===== config.mk =====
export PLATFORM = sky130hd
export DESIGN_NAME = aes_core_arbiter
export DESIGN_NICKNAME = d
export VERILOG_FILES = /design/src/rtl/aes_core_arbiter.sv
export SDC_FILE = /design/constraint.sdc
export NUM_CORES = 1
export LEC_CHECK = 0
export ABC_CLOCK_PERIOD_IN_PS = 17700
export CAP_MARGIN = 10
export CORE_AREA = 2 2 406 408
export CTS_BUF_LIST = sky130_fd_sc_hd__clkbuf_4
export DETAILED_ROUTE_END_ITERATION = 10
export DIE_AREA = 0 0 408 410
export SLEW_MARGIN = 25
export SYNTH_ARGS = -nofsm -noshare
export SYNTH_HDL_FRONTEND = slang
export SYNTH_SLANG_ARGS = --single-unit

===== constraint.sdc =====
create_clock -name clk -period 17.7 [get_ports clk]
set_clock_uncertainty 0.1 [all_clocks]
set_input_delay 2.655 -clock clk [delete_from_list [all_inputs] [get_ports clk]]
set_output_delay 2.655 -clock clk [all_outputs]
set_load 0.05 [all_outputs]

===== src/rtl/aes_core_arbiter.sv =====
// aes_core_arbiter: round-robin arbiter/sequencer sharing one combinational
// ECB core among NUM_REQ requesters; the winning key/block is registered onto
// the core and held CORE_LAT cycles, then the result returns via valid/ready.
// Ports: clk/rst (async, active-high); req_valid/req_ready/req_key/req_data
// (per-channel request, 128-bit slices); rsp_valid/rsp_ready/rsp_data (shared
// result bus); core_key/core_data_in/core_data_out (external core); busy;
// grant_id (channel currently served).
module aes_core_arbiter #(
  parameter int NUM_REQ  = 2,
  parameter int CORE_LAT = 1
) (
  input  logic                         clk,
  input  logic                         rst,
  input  logic [NUM_REQ-1:0]           req_valid,
  output logic [NUM_REQ-1:0]           req_ready,
  input  logic [NUM_REQ*128-1:0]       req_key,
  input  logic [NUM_REQ*128-1:0]       req_data,
  output logic [NUM_REQ-1:0]           rsp_valid,
  input  logic [NUM_REQ-1:0]           rsp_ready,
  output logic [127:0]                 rsp_data,
  output logic [127:0]                 core_key,
  output logic [127:0]                 core_data_in,
  input  logic [127:0]                 core_data_out,
  output logic                         busy,
  output logic [$clog2(NUM_REQ)-1:0]   grant_id
);

  localparam int IDW = $clog2(NUM_REQ);

  typedef enum logic [1:0] {IDLE, WAIT, RESP} state_t;

  state_t         state;
  logic [IDW-1:0] last_grant;
  logic [IDW-1:0] winner;
  logic [IDW-1:0] cand;
  logic           found;
  logic [3:0]     lat_cnt;

  logic [127:0]   key_arr  [NUM_REQ];
  logic [127:0]   data_arr [NUM_REQ];

  for (genvar i = 0; i < NUM_REQ; i++) begin : g_unpack
    assign key_arr[i]  = req_key[i*128 +: 128];
    assign data_arr[i] = req_data[i*128 +: 128];
  end

  // Search starts just after the last served channel so a channel that keeps
  // requesting yields to every other pending channel before being served again.
  always_comb begin
    winner = last_grant;
    cand   = last_grant;
    found  = 1'b0;
    for (int k = 1; k <= NUM_REQ; k++) begin
      cand = IDW'((int'(last_grant) + k) % NUM_REQ);
      if (!found && req_valid[cand]) begin
        found  = 1'b1;
        winner = cand;
      end
    end
  end

  // Ready is offered only while idle; reset forces it low immediately since
  // reset is asynchronous.
  always_comb begin
    req_ready = '0;
    if (!rst && state == IDLE && found) begin
      req_ready[winner] = 1'b1;
    end
  end

  assign busy = (state != IDLE);

  always_ff @(posedge clk or posedge rst) begin
    if (rst) begin
      state        <= IDLE;
      rsp_valid    <= '0;
      rsp_data     <= '0;
      core_key     <= '0;
      core_data_in <= '0;
      grant_id     <= '0;
      last_grant   <= IDW'(NUM_REQ - 1);
      lat_cnt      <= '0;
    end else begin
      case (state)
        IDLE: begin
          if (found) begin
            core_key     <= key_arr[winner];
            core_data_in <= data_arr[winner];
            grant_id     <= winner;
            last_grant   <= winner;
            lat_cnt      <= 4'(CORE_LAT - 1);
            state        <= WAIT;
          end
        end
        WAIT: begin
          // Core inputs stay untouched here: the core path is multicycle.
          if (lat_cnt == 4'd0) begin
            rsp_data            <= core_data_out;
            rsp_valid[grant_id] <= 1'b1;
            state               <= RESP;
          end else begin
            lat_cnt <= lat_cnt - 4'd1;
          end
        end
        RESP: begin
          if (rsp_ready[grant_id]) begin
            rsp_valid <= '0;
            state     <= IDLE;
          end
        end
        default: state <= IDLE;
      endcase
    end
  end

endmodule


======== Word-level counts from Yosys, hierarchy flattened ========
Cells that the tools add are included.
storage, ports and cells
  word-level logic and storage cells ...... 73
  bits of input ports ..................... 646
  register bits after elaboration ......... 394
operators by class
  $add $sub $neg .......................... 3
  equality and inequality tests ........... 6
  bitwise operators ....................... 2
  multiplexer cells ....................... 30
  order comparisons ....................... 7
  reductions and logical operators ........ 17
operator list
  operator                                                               count
  128-bit 2-to-1 mux                                                     6
  1-bit 2-to-1 mux                                                       12
  2-bit 2-to-1 mux                                                       5
  3-bit AND reduction                                                    3
  1-bit by 2-bit < comparator with 1-bit output, second input constant   4
  4-bit 2-to-1 mux                                                       2
  2-bit inequality test, second input constant                           4
  4-bit case mux with 2 select lines                                     1
  2-bit case mux with 3 select lines                                     1
  2-bit nonzero test                                                     3
  1-bit logical AND                                                      5
  4-bit zero test                                                        1
  2-bit case mux with 2 select lines                                     1
  2-bit AND reduction                                                    2
  4-bit by 1-bit subtractor with 4-bit output, second input constant     1
  1-bit adder, second input constant                                     2
  1-bit demux with 1-bit select                                          2
  2-bit by 1-bit equality test with 1-bit output, second input constant  1
  2-bit equality test, second input constant                             1
  1-bit >= comparator, second input constant                             2
  2-bit >= comparator, second input constant                             1
  1-bit zero test                                                        2
  2-bit zero test                                                        1
  1-bit inverter with 2-bit output                                       1
  2-bit OR                                                               1

======== Logic depth before layout (Yosys ltp) ========
  depth after elaboration ................. 12
  mapped depth ............................ 7
  gate-level depth less buffers ........... 5

======== Worst setup path before layout ========
Ideal clock, no wire load.
  path type ............................... input-to-output
  start point ............................. in req_valid[1]
  end point ............................... out req_ready[1]
  data required time ...................... 14.945 ns
  data arrival time ....................... 4.109 ns
  stages on the path ...................... 3
  setup slack ............................. 10.836 ns
  path through ............................ a21bo_2 > clkbuf_1 > nor3_1
on the way
  word-level cells in the longest chain between the ends .. 11
ends and longest elaborated chain
  element                                                                                                            RTL line  RTL
  from (decl)                                                                                                        14        input logic [NUM_REQ-1:0] req_valid,
  1-bit 2-to-1 mux (not written as such) (2 in series)                                                               55        if (!found && req_valid[cand]) begin
  1-bit 2-to-1 mux                                                                                                   55
  1-bit zero test                                                                                                    55
  1-bit logical AND                                                                                                  55
  1-bit 2-to-1 mux                                                                                                   55
  1-bit by 2-bit < comparator with 1-bit output (not written as such) / 1-bit >= comparator (equally long branches)  67        req_ready[winner] = 1'b1;
  1-bit logical AND (not written as such)                                                                            67
  1-bit 2-to-1 mux (not written as such)                                                                             67
  1-bit demux with 1-bit select                                                                                      67
  2-bit 2-to-1 mux *                                                                                                 66        if (!rst && state == IDLE && found) begin
  to (decl)                                                                                                          15        output logic [NUM_REQ-1:0] req_ready,
Every way passes the cells marked *; elsewhere a longest branch is shown, timed or not. The select of a mux whose other input is x is not followed.

======== Worst setup path after layout ========
  start point ............................. in req_valid[1]
  end point ............................... out req_ready[0]
The elaborated chain is that of the path after synthesis.

==> run summary <==
minimum clock period after layout - 7.961 ns
Routed Antenna Nets - 0
top cells by area, synth - dfrtp_1 57%, o221a_2 17%, or3_1 9.3%
ys flop type - dfrtp_1
Setup crit start kind - input port
I/O pins - 1036
initial core utilization - 0.1054
Comb power frac - 0.623
Max Buffers Root-to-Sink - 3
Critical Path AT - 5.21 ns
Nets - 2901
Setup Buffers After CTS - 0
Clk Latency, worst-skew pair - 0.96 ns
final setup violation count - 0
PD cells - 217.1 nW/µm²
vias in the first global route - 16476
share of layout cells above drive strength 1 - 0.2583
Setup WS post-layout - 9.739 ns
internal power - 3.365 mW
number of antenna violations at the first check in global routing - 71
Area growth, synth to finish - 81.88%
post-route setup TNS - 0 ns
Syn Area/Cell - 14.33 µm²
Wirelength per Cell - 25.58 µm
Psw - 3.441 mW
RSZ-0062 raised after global routing - no
fin. max-slew vios - 0
clk slew on worst S/H paths - 0.06 ns
final instance area - 31350 µm²
Yosys top cell area share - 0.5706
largest net degree at the start of global routing - 123
Crit Path Max Fanout - 22
commonest non-fill, non-tap cells in the layout - 1034 x clkdlybuf4s50_1, 393 x dfrtp_1, 257 x or3_1, 256 x o221a_2, 175 x clkbuf_4
crit share post-route - 0.4498
number of max-cap violations - 0
commonest non-fill, non-tap cell in the layout - clkdlybuf4s50_1
wirelength, routed - 116500 µm
Resized cells post-CTS - 0
clock network fraction of total power - 0.133
DR iter-0 viols - 1323
Syn. warnings - 0
syn_nets - 1851
Post-DP HPWL - 93300 µm
worst min path class - reg -> reg
CTS HTree Levels - 3
total die area - 167300 µm²
# DRC - 0
Critical Path RT - 14.95 ns
grt total ovfl - 0
outcome - completed
CTS Hold Bufs - 0
pre-CTS setup slack - 9.481 ns
leakage dissipation - 11.73 nW
post-synthesis cell count - 1203
worst vdd ir - 0.0001074 V
power share of the sequential group - 0.243
post-synthesis instance area - 17240 µm²
Max transition margin - 0.3082
Die Y - 410 µm
CTS root buf - clkbuf_4
Max Clock Freq - 125.6 MHz
Hold Fails Final Rpt - 0
Post-synth ARST share - 1.000
CTS Sinks - 394
DR vias/cell - 3.582
worst-margin pin slew - 1.035 ns
CTS Buf Count - 117
Net Sw Frac - 0.5056
Netlist cell types - 42
Via Count - 16309
CTS tree - yes
Core Footprint - 163500 µm²
Seq cells post-synth - 394
Setup CP Type - in -> out
GRT Total Usage - 0.1336
number of enable flip-flop cells after synthesis - 0
TritonRoute pass-1 iters - 5
area leader, netlist - dfrtp_1
GPL Wtd Cong - 0.9263
die width - 408 µm
Worst setup EP type - primary output
DP Area - 29770 µm²
register area share after synthesis - 0.5721
IO Port Bufs - 1035
wire length of the first global-routing pass - 151900 µm
Row Count - 149
[Yosys cell counts (3+ instances only)]
| cell type | number |
|---|---|
| o21ai_0 | 3 |
| inv_1 | 4 |
| mux2_2 | 28 |
| buf_2 | 54 |
| o221a_2 | 256 |
| dfrtp_1 | 393 |
| nor2_1 | 4 |
| buf_6 | 5 |
| buf_4 | 3 |
| buf_1 | 3 |
| mux2_4 | 100 |
| clkbuf_1 | 50 |
| buf_12 | 10 |
| or3_1 | 257 |
[critical path: stages]
cell and delay (ns):
clkdlybuf4s50_1 0.46, or2b_2 0.21, nand3_4 0.28, nor2_1 0.56, clkdlybuf4s50_1 1.02
[sequential cells by signal, indices dropped and copies added, names as in the netlist]
name / flops
state: 2
grant_id: 1
core_data_in: 128
lat_cnt: 4
core_key: 128
rsp_data: 128
rsp_valid: 2
last_grant: 1
[cells by family (layout without fill, tap and decap cells)]
group | Yosys count | in the layout | synth area share
flops | 394 | 394 | 0.5721
simple gates | 278 | 278 | 0.1019
compound gates | 269 | 269 | 0.1728
buf+inv | 131 | 1270 | 0.04566
mux | 129 | 129 | 0.1060
fa+ha+maj | 2 | 2 | 0.001452
other cells | 0 | 22 | 0
[per-layer routing]
layer,track usage,share of wire
met5,0,0.0012
met4,0.04317,0.028
met3,0.07812,0.13
met2,0.2100,0.46
met1,0.1505,0.38
[worst paths after layout]
| path | endpoint | slack (ns) | depth (start not counted) | startpoint |
|---|---|---|---|---|
| setup / recovery | req_ready[0] | 9.74 | 5 | req_valid[1] |
| hold / removal | last_grant$_DFFE_PP1P_ | 0.40 | 1 | last_grant$_DFFE_PP1P_ |
| setup reg to reg | core_key[81]$_DFFE_PP0P_ | 14.36 | 6 | state[0]$_DFFE_PP0P_ |
| hold reg to reg | last_grant$_DFFE_PP1P_ | 0.40 | 1 | last_grant$_DFFE_PP1P_ |
| max in group asynchronous | core_data_in[34]$_DFFE_PP0P_ | 13.06 | 4 | rst |
| min in group asynchronous | core_key[3]$_DFFE_PP0P_ | 2.23 | 2 | rst |
[power groups by stage]
| stage | Sequential (mW) | Clock, mW | Combinational, mW |
|---|---|---|---|
| 2_1_floorplan | 3.12 | 0 | 1.16 |
| 3_3_place_gp | 1.65 | 0 | 4.28 |
| 3_5_place_dp | 1.65 | 0 | 4.30 |
| 4_1_cts | 1.65 | 0.965 | 4.31 |
| 5_1_grt | 1.70 | 1.00 | 4.42 |
| 6_report | 1.66 | 0.909 | 4.24 |
[final cells by class]
| type | instances | area, µm² |
|---|---|---|
| Tap cell | 2189 | 2739 |
| Fill cell | 17906 | 132200 |
| Clock inverter | 33 | 155.1 |
| Antenna cell | 22 | 55.05 |
| Inverter | 5 | 33.78 |
| Multi-Input combinational cell | 678 | 6615 |
| Clock buffer | 175 | 1314 |
| Timing Repair Buffer | 1057 | 10580 |
| Sequential cell | 394 | 9861 |
[per-stage QoR]
stage	power [mW]	std cells	util	hold WS, ns
6_report	6.807	4553	0.1917	0.4049
3_3_place_gp	5.926	4321	0.1821	0.3884
4_1_cts	6.926	4529	0.1911	0.4072
5_1_grt	7.130	4538	0.1915	0.4208
2_1_floorplan	4.280	1203	-	0.3701
3_5_place_dp	5.950	4321	0.1821	0.3897
Note: power is estimated with default switching activity, not from simulation.
